**config.mk**
```make
export PLATFORM = sky130hd
export DESIGN_NAME = z80_cache_loader
export DESIGN_NICKNAME = d
export VERILOG_FILES = /design/src/rtl/z80db_pkg.sv /design/src/rtl/z80_busak_sync.sv /design/src/rtl/z80_cache_loader.sv
export SDC_FILE = /design/constraint.sdc
export NUM_CORES = 1
export LEC_CHECK = 0
export BUFFER_PORTS_ARGS = -buffer_cell sky130_fd_sc_hd__buf_2
export CAP_MARGIN = 15
export CORE_MARGIN = 1.5
export CORE_UTILIZATION = 56
export CTS_CLUSTER_SIZE = 14
export DETAILED_ROUTE_END_ITERATION = 7
export PLACE_DENSITY = 0.79
export SYNTH_ARGS = -nofsm -noshare
export SYNTH_HDL_FRONTEND = slang
export SYNTH_HIERARCHICAL = 1
export SYNTH_SLANG_ARGS = --single-unit
```
**constraint.sdc**
```tcl
create_clock -name clk -period 2.7 [get_ports clk]
set_clock_uncertainty 0.05 [all_clocks]
set_input_delay 0.405 -clock clk [delete_from_list [all_inputs] [get_ports clk]]
set_output_delay 0.405 -clock clk [all_outputs]
set_load 0.05 [all_outputs]
```
**src/rtl/z80db_pkg.sv**
```systemverilog
// Shared types and constants for the Z80 ROM-window cache loader.
package z80db_pkg;

  localparam int IMG_BYTES_MAX = 16384;
  localparam int SRAM_AW       = 14;
  localparam int DATA_W        = 8;

  typedef enum logic [3:0] {
    ST_IDLE,
    ST_REQ,
    ST_WAIT_ACK,
    ST_WAIT_BYTE,
    ST_SETUP,
    ST_WE,
    ST_HOLD,
    ST_RELEASE,
    ST_RST,
    ST_DONE,
    ST_ERR
  } ld_state_t;

endpackage

```
**src/rtl/z80_busak_sync.sv**
```systemverilog
// Two-flop synchroniser bringing the asynchronous Z80 BUSACK into the clk domain.
module z80_busak_sync (
  input  logic clk,
  input  logic reset,
  input  logic busak_n,
  output logic busak_sync
);

  logic busak_n_p0;
  logic busak_n_p1;

  always_ff @(posedge clk) begin
    if (reset) begin
      busak_n_p0 <= 1'b1;
      busak_n_p1 <= 1'b1;
    end else begin
      busak_n_p0 <= busak_n;
      // second stage resolves metastability from the first
      busak_n_p1 <= busak_n_p0;
    end
  end

  assign busak_sync = busak_n_p1;

endmodule

```
**src/rtl/z80_cache_loader.sv**
```systemverilog
// Streams a ROM image into the cache SRAM while holding the Z80 bus, then optionally resets the CPU.
module z80_cache_loader
  import z80db_pkg::*;
#(
  parameter int IMG_BYTES   = 16384,
  parameter int SETUP_CYC   = 1,
  parameter int WE_CYC      = 2,
  parameter int HOLD_CYC    = 1,
  parameter int ACK_TIMEOUT = 65535,
  parameter int RST_CYC     = 16
) (
  input  logic                clk,
  input  logic                reset,
  input  logic                start,
  input  logic                bank,
  input  logic                do_reset,
  input  logic [DATA_W-1:0]   s_data,
  input  logic                s_valid,
  output logic                s_ready,
  output logic                busrq_n,
  input  logic                busak_n,
  output logic                cpu_reset_n,
  output logic [SRAM_AW-1:0]  sram_a,
  output logic [DATA_W-1:0]   sram_d,
  output logic                sram_d_oe,
  output logic                sram_ce_n,
  output logic                sram_we_n,
  output logic                sram_oe_n,
  output logic                sram_a14,
  output logic                busy,
  output logic                done,
  output logic                err
);

  localparam int CNT_W = 17;
  localparam logic [CNT_W-1:0]   ACK_LAST   = CNT_W'(ACK_TIMEOUT);
  localparam logic [CNT_W-1:0]   SETUP_LAST = CNT_W'(SETUP_CYC - 1);
  localparam logic [CNT_W-1:0]   WE_LAST    = CNT_W'(WE_CYC - 1);
  localparam logic [CNT_W-1:0]   HOLD_LAST  = CNT_W'(HOLD_CYC - 1);
  localparam logic [CNT_W-1:0]   RST_LAST   = CNT_W'(RST_CYC - 1);
  localparam logic [SRAM_AW-1:0] ADDR_LAST  = SRAM_AW'(IMG_BYTES - 1);

  ld_state_t        state;
  logic [CNT_W-1:0] cnt;
  logic             do_reset_q;
  logic             busak_sync;

  z80_busak_sync u_busak_sync (
    .clk        (clk),
    .reset      (reset),
    .busak_n    (busak_n),
    .busak_sync (busak_sync)
  );

  always_ff @(posedge clk) begin
    if (reset) begin
      state       <= ST_IDLE;
      cnt         <= '0;
      do_reset_q  <= 1'b0;
      busrq_n     <= 1'b1;
      cpu_reset_n <= 1'b1;
      sram_ce_n   <= 1'b1;
      sram_we_n   <= 1'b1;
      sram_oe_n   <= 1'b1;
      sram_d_oe   <= 1'b0;
      sram_a      <= '0;
      sram_d      <= '0;
      sram_a14    <= 1'b0;
      s_ready     <= 1'b0;
      busy        <= 1'b0;
      done        <= 1'b0;
      err         <= 1'b0;
    end else begin
      case (state)
        ST_IDLE, ST_DONE, ST_ERR: begin
          if (start) begin
            state      <= ST_REQ;
            busrq_n    <= 1'b0;
            sram_a     <= '0;
            sram_a14   <= bank;
            do_reset_q <= do_reset;
            done       <= 1'b0;
            err        <= 1'b0;
            busy       <= 1'b1;
            cnt        <= '0;
          end
        end
        ST_REQ: begin
          state <= ST_WAIT_ACK;
          cnt   <= '0;
        end
        // BUSACK is only looked at here; once granted the Z80 cannot take it back
        ST_WAIT_ACK: begin
          if (!busak_sync) begin
            state     <= ST_WAIT_BYTE;
            s_ready   <= 1'b1;
            sram_ce_n <= 1'b0;
            sram_d_oe <= 1'b0;
          end else if (cnt == ACK_LAST) begin
            state   <= ST_ERR;
            busrq_n <= 1'b1;
            err     <= 1'b1;
            busy    <= 1'b0;
          end else begin
            cnt <= cnt + CNT_W'(1);
          end
        end
        ST_WAIT_BYTE: begin
          if (s_valid && s_ready) begin
            state     <= ST_SETUP;
            sram_d    <= s_data;
            sram_d_oe <= 1'b1;
            s_ready   <= 1'b0;
            cnt       <= '0;
          end
        end
        ST_SETUP: begin
          if (cnt == SETUP_LAST) begin
            state     <= ST_WE;
            sram_we_n <= 1'b0;
            cnt       <= '0;
          end else begin
            cnt <= cnt + CNT_W'(1);
          end
        end
        ST_WE: begin
          if (cnt == WE_LAST) begin
            state     <= ST_HOLD;
            sram_we_n <= 1'b1;
            cnt       <= '0;
          end else begin
            cnt <= cnt + CNT_W'(1);
          end
        end
        // address and data stay put through HOLD, so the increment happens on exit
        ST_HOLD: begin
          if (cnt == HOLD_LAST) begin
            cnt       <= '0;
            sram_d_oe <= 1'b0;
            if (sram_a == ADDR_LAST) begin
              state     <= ST_RELEASE;
              sram_ce_n <= 1'b1;
              busrq_n   <= 1'b1;
            end else begin
              state   <= ST_WAIT_BYTE;
              sram_a  <= sram_a + SRAM_AW'(1);
              s_ready <= 1'b1;
            end
          end else begin
            cnt <= cnt + CNT_W'(1);
          end
        end
        ST_RELEASE: begin
          cnt <= '0;
          if (do_reset_q) begin
            state       <= ST_RST;
            cpu_reset_n <= 1'b0;
          end else begin
            state <= ST_DONE;
            done  <= 1'b1;
            busy  <= 1'b0;
          end
        end
        ST_RST: begin
          if (cnt == RST_LAST) begin
            state       <= ST_DONE;
            cpu_reset_n <= 1'b1;
            done        <= 1'b1;
            busy        <= 1'b0;
          end else begin
            cnt <= cnt + CNT_W'(1);
          end
        end
        default: state <= ST_IDLE;
      endcase
    end
  end

endmodule

```
### Word level (Yosys, flattened, before mapping)

Index checks and enable logic that the tools add are counted.
W data, S select, Z words.

* output and inout bits: 33
* word-level logic and storage cells: 132
* input bits: 15
* bits in registers: 56

* muxes and demuxes: 53
* eq/ne operators: 30
* reduce and logical (&&, ||, !) cells: 30
* $add $sub $neg: 2

Operators with widths (number)
* $mux W17: 7
* $pmux W17 S7: 1
* $mux W14: 3
* $pmux W4 S9: 1
* $mux W4: 8
* $ne A2 B2 Y1 const B: 14
* $pmux W14 S2: 1
* $mux W1: 22
* $reduce_and A4 Y1: 5
* $reduce_and A6 Y1: 3
* $add A17 B1 Y17 const B: 1
* $eq A17 B1 Y1 const B: 1
* $eq A17 B16 Y1 const B: 1
* $eq A17 B4 Y1 const B: 1
* $logic_not A17 Y1: 1
* $eq A4 B3 Y1 const B: 4
* $add A14 B1 Y14 const B: 1
* $eq A14 B14 Y1 const B: 1
* $eq A4 B4 Y1 const B: 3
* $pmux W1 S3: 4
* $reduce_bool A2 Y1: 5
* $reduce_bool A3 Y1: 3
* $eq A4 B2 Y1 const B: 2
* $pmux W1 S2: 4
* other kinds (15): 18

### Depth between registers and ports, before layout

* word-level depth: 4
* mapped depth: 11
* depth with buffers taken out: 10

### Hierarchy

Netlist, hierarchy kept.

Modules (own cells, without submodules)
* z80_cache_loader: times used 1, cells an instance 353, seq. area each 1081.0 sq um, area each 2924.1 sq um
* z80_busak_sync: times used 1, cells an instance 4, seq. area each 40.0 sq um, area each 52.6 sq um

### Worst setup path after synthesis

Ideal clock, no wire load.

* kind: flip-flop to flip-flop
* start: reg cnt[6]
* end: reg state[3]
* arrival time: 2348 ps
* slack: 216 ps
* library setup time: 86 ps
* stages on the path, launching flop included: 11
* data required time: 2564 ps
* period minus slack after synthesis: 2484 ps
* path buffers: 0
* cell sequence: dfxtp_1 -> nand3_1 -> nor3_1 -> nand3_1 -> nor4_1 -> ha_1 -> nor2_1 -> a222oi_1 -> nor4b_1 -> nor2_1 -> a211oi_1

* longest elaborated chain between the ends: 3
* elaborated cells on any way between the ends: 10
* classes of those cells: eq/ne (8); reduce/logical (2)

RTL lines
* start, declared: line z80_cache_loader.sv:44 `logic [CNT_W-1:0] cnt;`
* start signal, assigned: line z80_cache_loader.sv:105 `cnt <= cnt + CNT_W'(1);`
* start signal, assigned: line z80_cache_loader.sv:123 `cnt <= cnt + CNT_W'(1);`
* start signal, assigned: line z80_cache_loader.sv:132 `cnt <= cnt + CNT_W'(1);`
* $eq A17 B16 Y1, or another cell as far along: line z80_cache_loader.sv:99 `end else if (cnt == ACK_LAST) begin`
* $ne A3 B3 Y1 (no line) or $ne A2 B2 Y1 (tied branches)
* $reduce_and A7 Y1 (no line) (*)
* end signal, assigned: line z80_cache_loader.sv:95 `state <= ST_WAIT_BYTE;`
* end signal, assigned: line z80_cache_loader.sv:100 `state <= ST_ERR;`
* end signal, assigned: line z80_cache_loader.sv:110 `state <= ST_SETUP;`
* end, declared: line z80_cache_loader.sv:43 `ld_state_t state;`

Mark *: on every way between the ends. The rest lies on a longest branch, timed or not.
A chain may end at the register's enable or synchronous reset.

### Worst setup path after layout

* start: reg cnt[8]
* end: reg state[3]

The elaborated chain is that of the path after synthesis.

==> flow_metrics.py <==
metrics = {
    "floorplanning": {
        "initial_utilization_pct": 58.3,
        "die_y_um": 75.9,
        "rows": 26,
        "core-area_um2": 5110,
        "dieArea_um2": 5760,
        "die_w_um": 75.9,
        "pin_count": 48,
    },
    "layout": {
        "final_cell_mix": "dfxtp_1, nor2_1, buf_2",
        "drive_above_1_share_pct": 24.0,
        "diodes": 0,
        "layout_commonest_cell": "dfxtp_1",
        "nets": 429,
        "area_delta_synth_final_pct": 17.6,
        "multi_input_area_um2": 1750,
        "nFillCells": 435,
        "stdcell_count": 479,
        "regArea_um2": 1120,
    },
    "pwr": {
        "peakVddDrop_mv": 0.508,
        "p_leak_nw": 1.34,
        "p_per_area_nw_per_um2": 774,
    },
    "timing": {
        "worst_slack_ns": 0.122,
        "slew_violations": 0,
        "finalCriticalPeriod_ns": 2.58,
        "max_slew_margin_pct": 51.0,
        "finalSetupViolCount": 0,
        "max_slew.worst_pin.slew_ns": 0.729,
        "post-route-period-util_pct": 95.5,
        "fmax_ghz": 0.388,
        "hold_viol": 0,
    },
    "clocking": {
        "cts_buffer_depth": 2,
        "hold_buffers": 0,
        "cts-root-buf": "clkbuf_8",
        "clk_latency_ns": 0.31,
        "cts_tree": "built",
        "cts_sinks": 56,
        "clk_pin_slew_ns": 0.10,
        "cts_buffers": 5,
        "h-tree-depth": 2,
    },
    "routing": {
        "wl_um": 6950,
        "wire_per_inst_um": 14.5,
        "vias": 2730,
        "avgViaCountPerCell": 5.70,
        "drc": 0,
        "detail-route-antenna-nets": 0,
        "drt_iter0_markers": 153,
        "first_pass_iters": 4,
    },
    "critical_path": {
        "critPathKind": "register to register",
        "worstPathMaxFanout": 4,
        "crit_path_end_kind": "register",
        "worst_r2r_endpoint": "state[3]",
        "critPathSlowestCell": "dfxtp_2",
        "cp.required_ns": 2.88,
        "ff2ff_setup_slack_ns": 0.12,
        "crit_buf_inv": 1,
        "cp_data_arrival_time_ns": 2.75,
        "reg2reg_from": "cnt[8]",
        "cpLargestDelayFamily": "simple AND/OR/NAND/NOR gates",
        "ff2ff_path_depth": 11,
        "startpoint_type": "register",
        "worst_path_largest_cell_delay_ns": 0.38,
        "path_cells": "nand3_2 > nor3_2 > nand3_2 > nor4_2 > ha_2 > nor2_1 > a222oi_1 > buf_4 > nor4b_4 > nor2_1 > a211oi_1",
    },
    "synthesis": {
        "ys_types": 63,
        "synth_edf_count": 0,
        "syn_area_um2": 2980,
        "synth_top_area_share_pct": 37.7,
        "synthFlopType": "dfxtp_1",
        "synth_area_leaders": "dfxtp_1, nor2_1, nand2_1",
        "avgSynthCellArea_um2": 8.34,
        "ys_seq_area_share_pct": 37.7,
        "syn_nets": 377,
        "ys_seq_elements": 56,
        "syn_inst": 357,
        "synth_warnings": 6,
        "yosys.area.top_type": "dfxtp_1",
        "async_flop_share_pct": 0,
    },
    "worst_hold_path": {
        "whs_path_depth": 2,
        "hold_end": "u_busak_sync/busak_n_p0",
        "hold_path_class": "input pin to register",
        "worstHoldStart": "busak_n",
    },
    "place": {
        "dp_hpwl_um": 4830,
        "gp_congestion": 0.913,
        "numPortBuffers": 46,
        "place_ws_ns": -0.0357,
        "placed_cells": 469,
    },
    "global_routing": {
        "grt_pass1_wl_um": 11700,
        "antenna_found_initial": 0,
        "first_global_vias": 2602,
        "grt_max_degree": 32,
        "overflow": 0,
        "track_usage_pct": 24.3,
    },
    "job": {
        "cap_violations": 0,
    },
    "run_status": {
        "status": "completed",
    },
}
[layout make-up]
class / count / area share [%]
clock buffers: 5 / 1.97
clock inverters: 2 / 1.72
inverters: 12 / 1.29
multi-input cells: 270 / 50.0
flip-flops and latches: 56 / 32.1
well taps: 70 / 2.50
repair buffers: 64 / 10.4
[power by group]
part	total (mW)	internal [mW]	switching, mW
logic	1.07	0.415	0.655
registers	1.01	0.896	0.112
clock network	0.633	0.365	0.268
total	2.71	1.68	1.03
[registers in the layout, indices dropped and copies added (netlist names), 4 cells and up]
| register | flops |
|---|---|
| cnt | 17 |
| state | 4 |
| sram_a | 14 |
| sram_d | 8 |
[cells in the mapped netlist (6+ instances only)]
cell / number
dfxtp_1: 56
nor2_1: 51
nand2_1: 39
a21oi_1: 21
xnor2_1: 15
inv_1: 12
xor2_1: 12
o21ai_0: 11
nor3_1: 10
buf_2: 9
nand2b_1: 8
nand3_1: 8
nor4_1: 6
[layer usage]
layer	wire length (um)	share of wire (%)	track usage [%]	up-vias
met2	3420	49	42.3	71
met4	60	0.86	7.96	0
met5	0	0	0	-
li1	-	-	-	1361
met1	3140	45	30.2	1291
met3	324	4.7	4.58	7
[cells by family after synthesis]
| group | share of synthesized area, % |
|---|---|
| other | 0.126 |
| multiplexers | 2.06 |
| AO/OA/AOI/OAI | 15.8 |
| AND/OR/NAND/NOR | 29.3 |
| flip-flops | 37.7 |
| adder cells (fa/ha/maj) | 2.10 |
| buffers and inverters | 4.92 |
| XOR/XNOR | 7.94 |
[worst max path at each step]
stage / from / to / slack (ns) / cells after the start
2_1_floorplan: cnt[6] / state[3] / 0.22 / 10
3_3_place_gp: cnt[8] / state[3] / 0.13 / 10
3_5_place_dp: cnt[8] / state[3] / -0.04 / 10
4_1_cts: cnt[8] / state[3] / 0.009 / 10
5_1_grt: cnt[7] / state[3] / -0.09 / 11
6_report: cnt[8] / state[3] / 0.12 / 11
[what timing repair did]
action / 4_1_cts / 5_1_grt
endpoints found under the hold margin: 0 / 0
pin swaps: 1 / 3
setup buffers: 1 / 2
endpoints found under the setup margin: 2 / 5
gates resized for setup: 2 / 8
[stage by stage]
step	TNS (ns)	power, mW	instance area, um^2	hold WS (ns)	util, %
floorplan	0	1.78	2980	0.333	-
global placement	0	1.99	3310	0.344	64.7
detailed placement	-0.0357	2.02	3310	0.354	64.7
CTS	0	2.66	3450	0.237	67.6
global route	-0.220	2.87	3500	0.248	68.5
finish	0	2.71	3500	0.240	68.5
No activity file was read; power rests on OpenSTA's default activity.
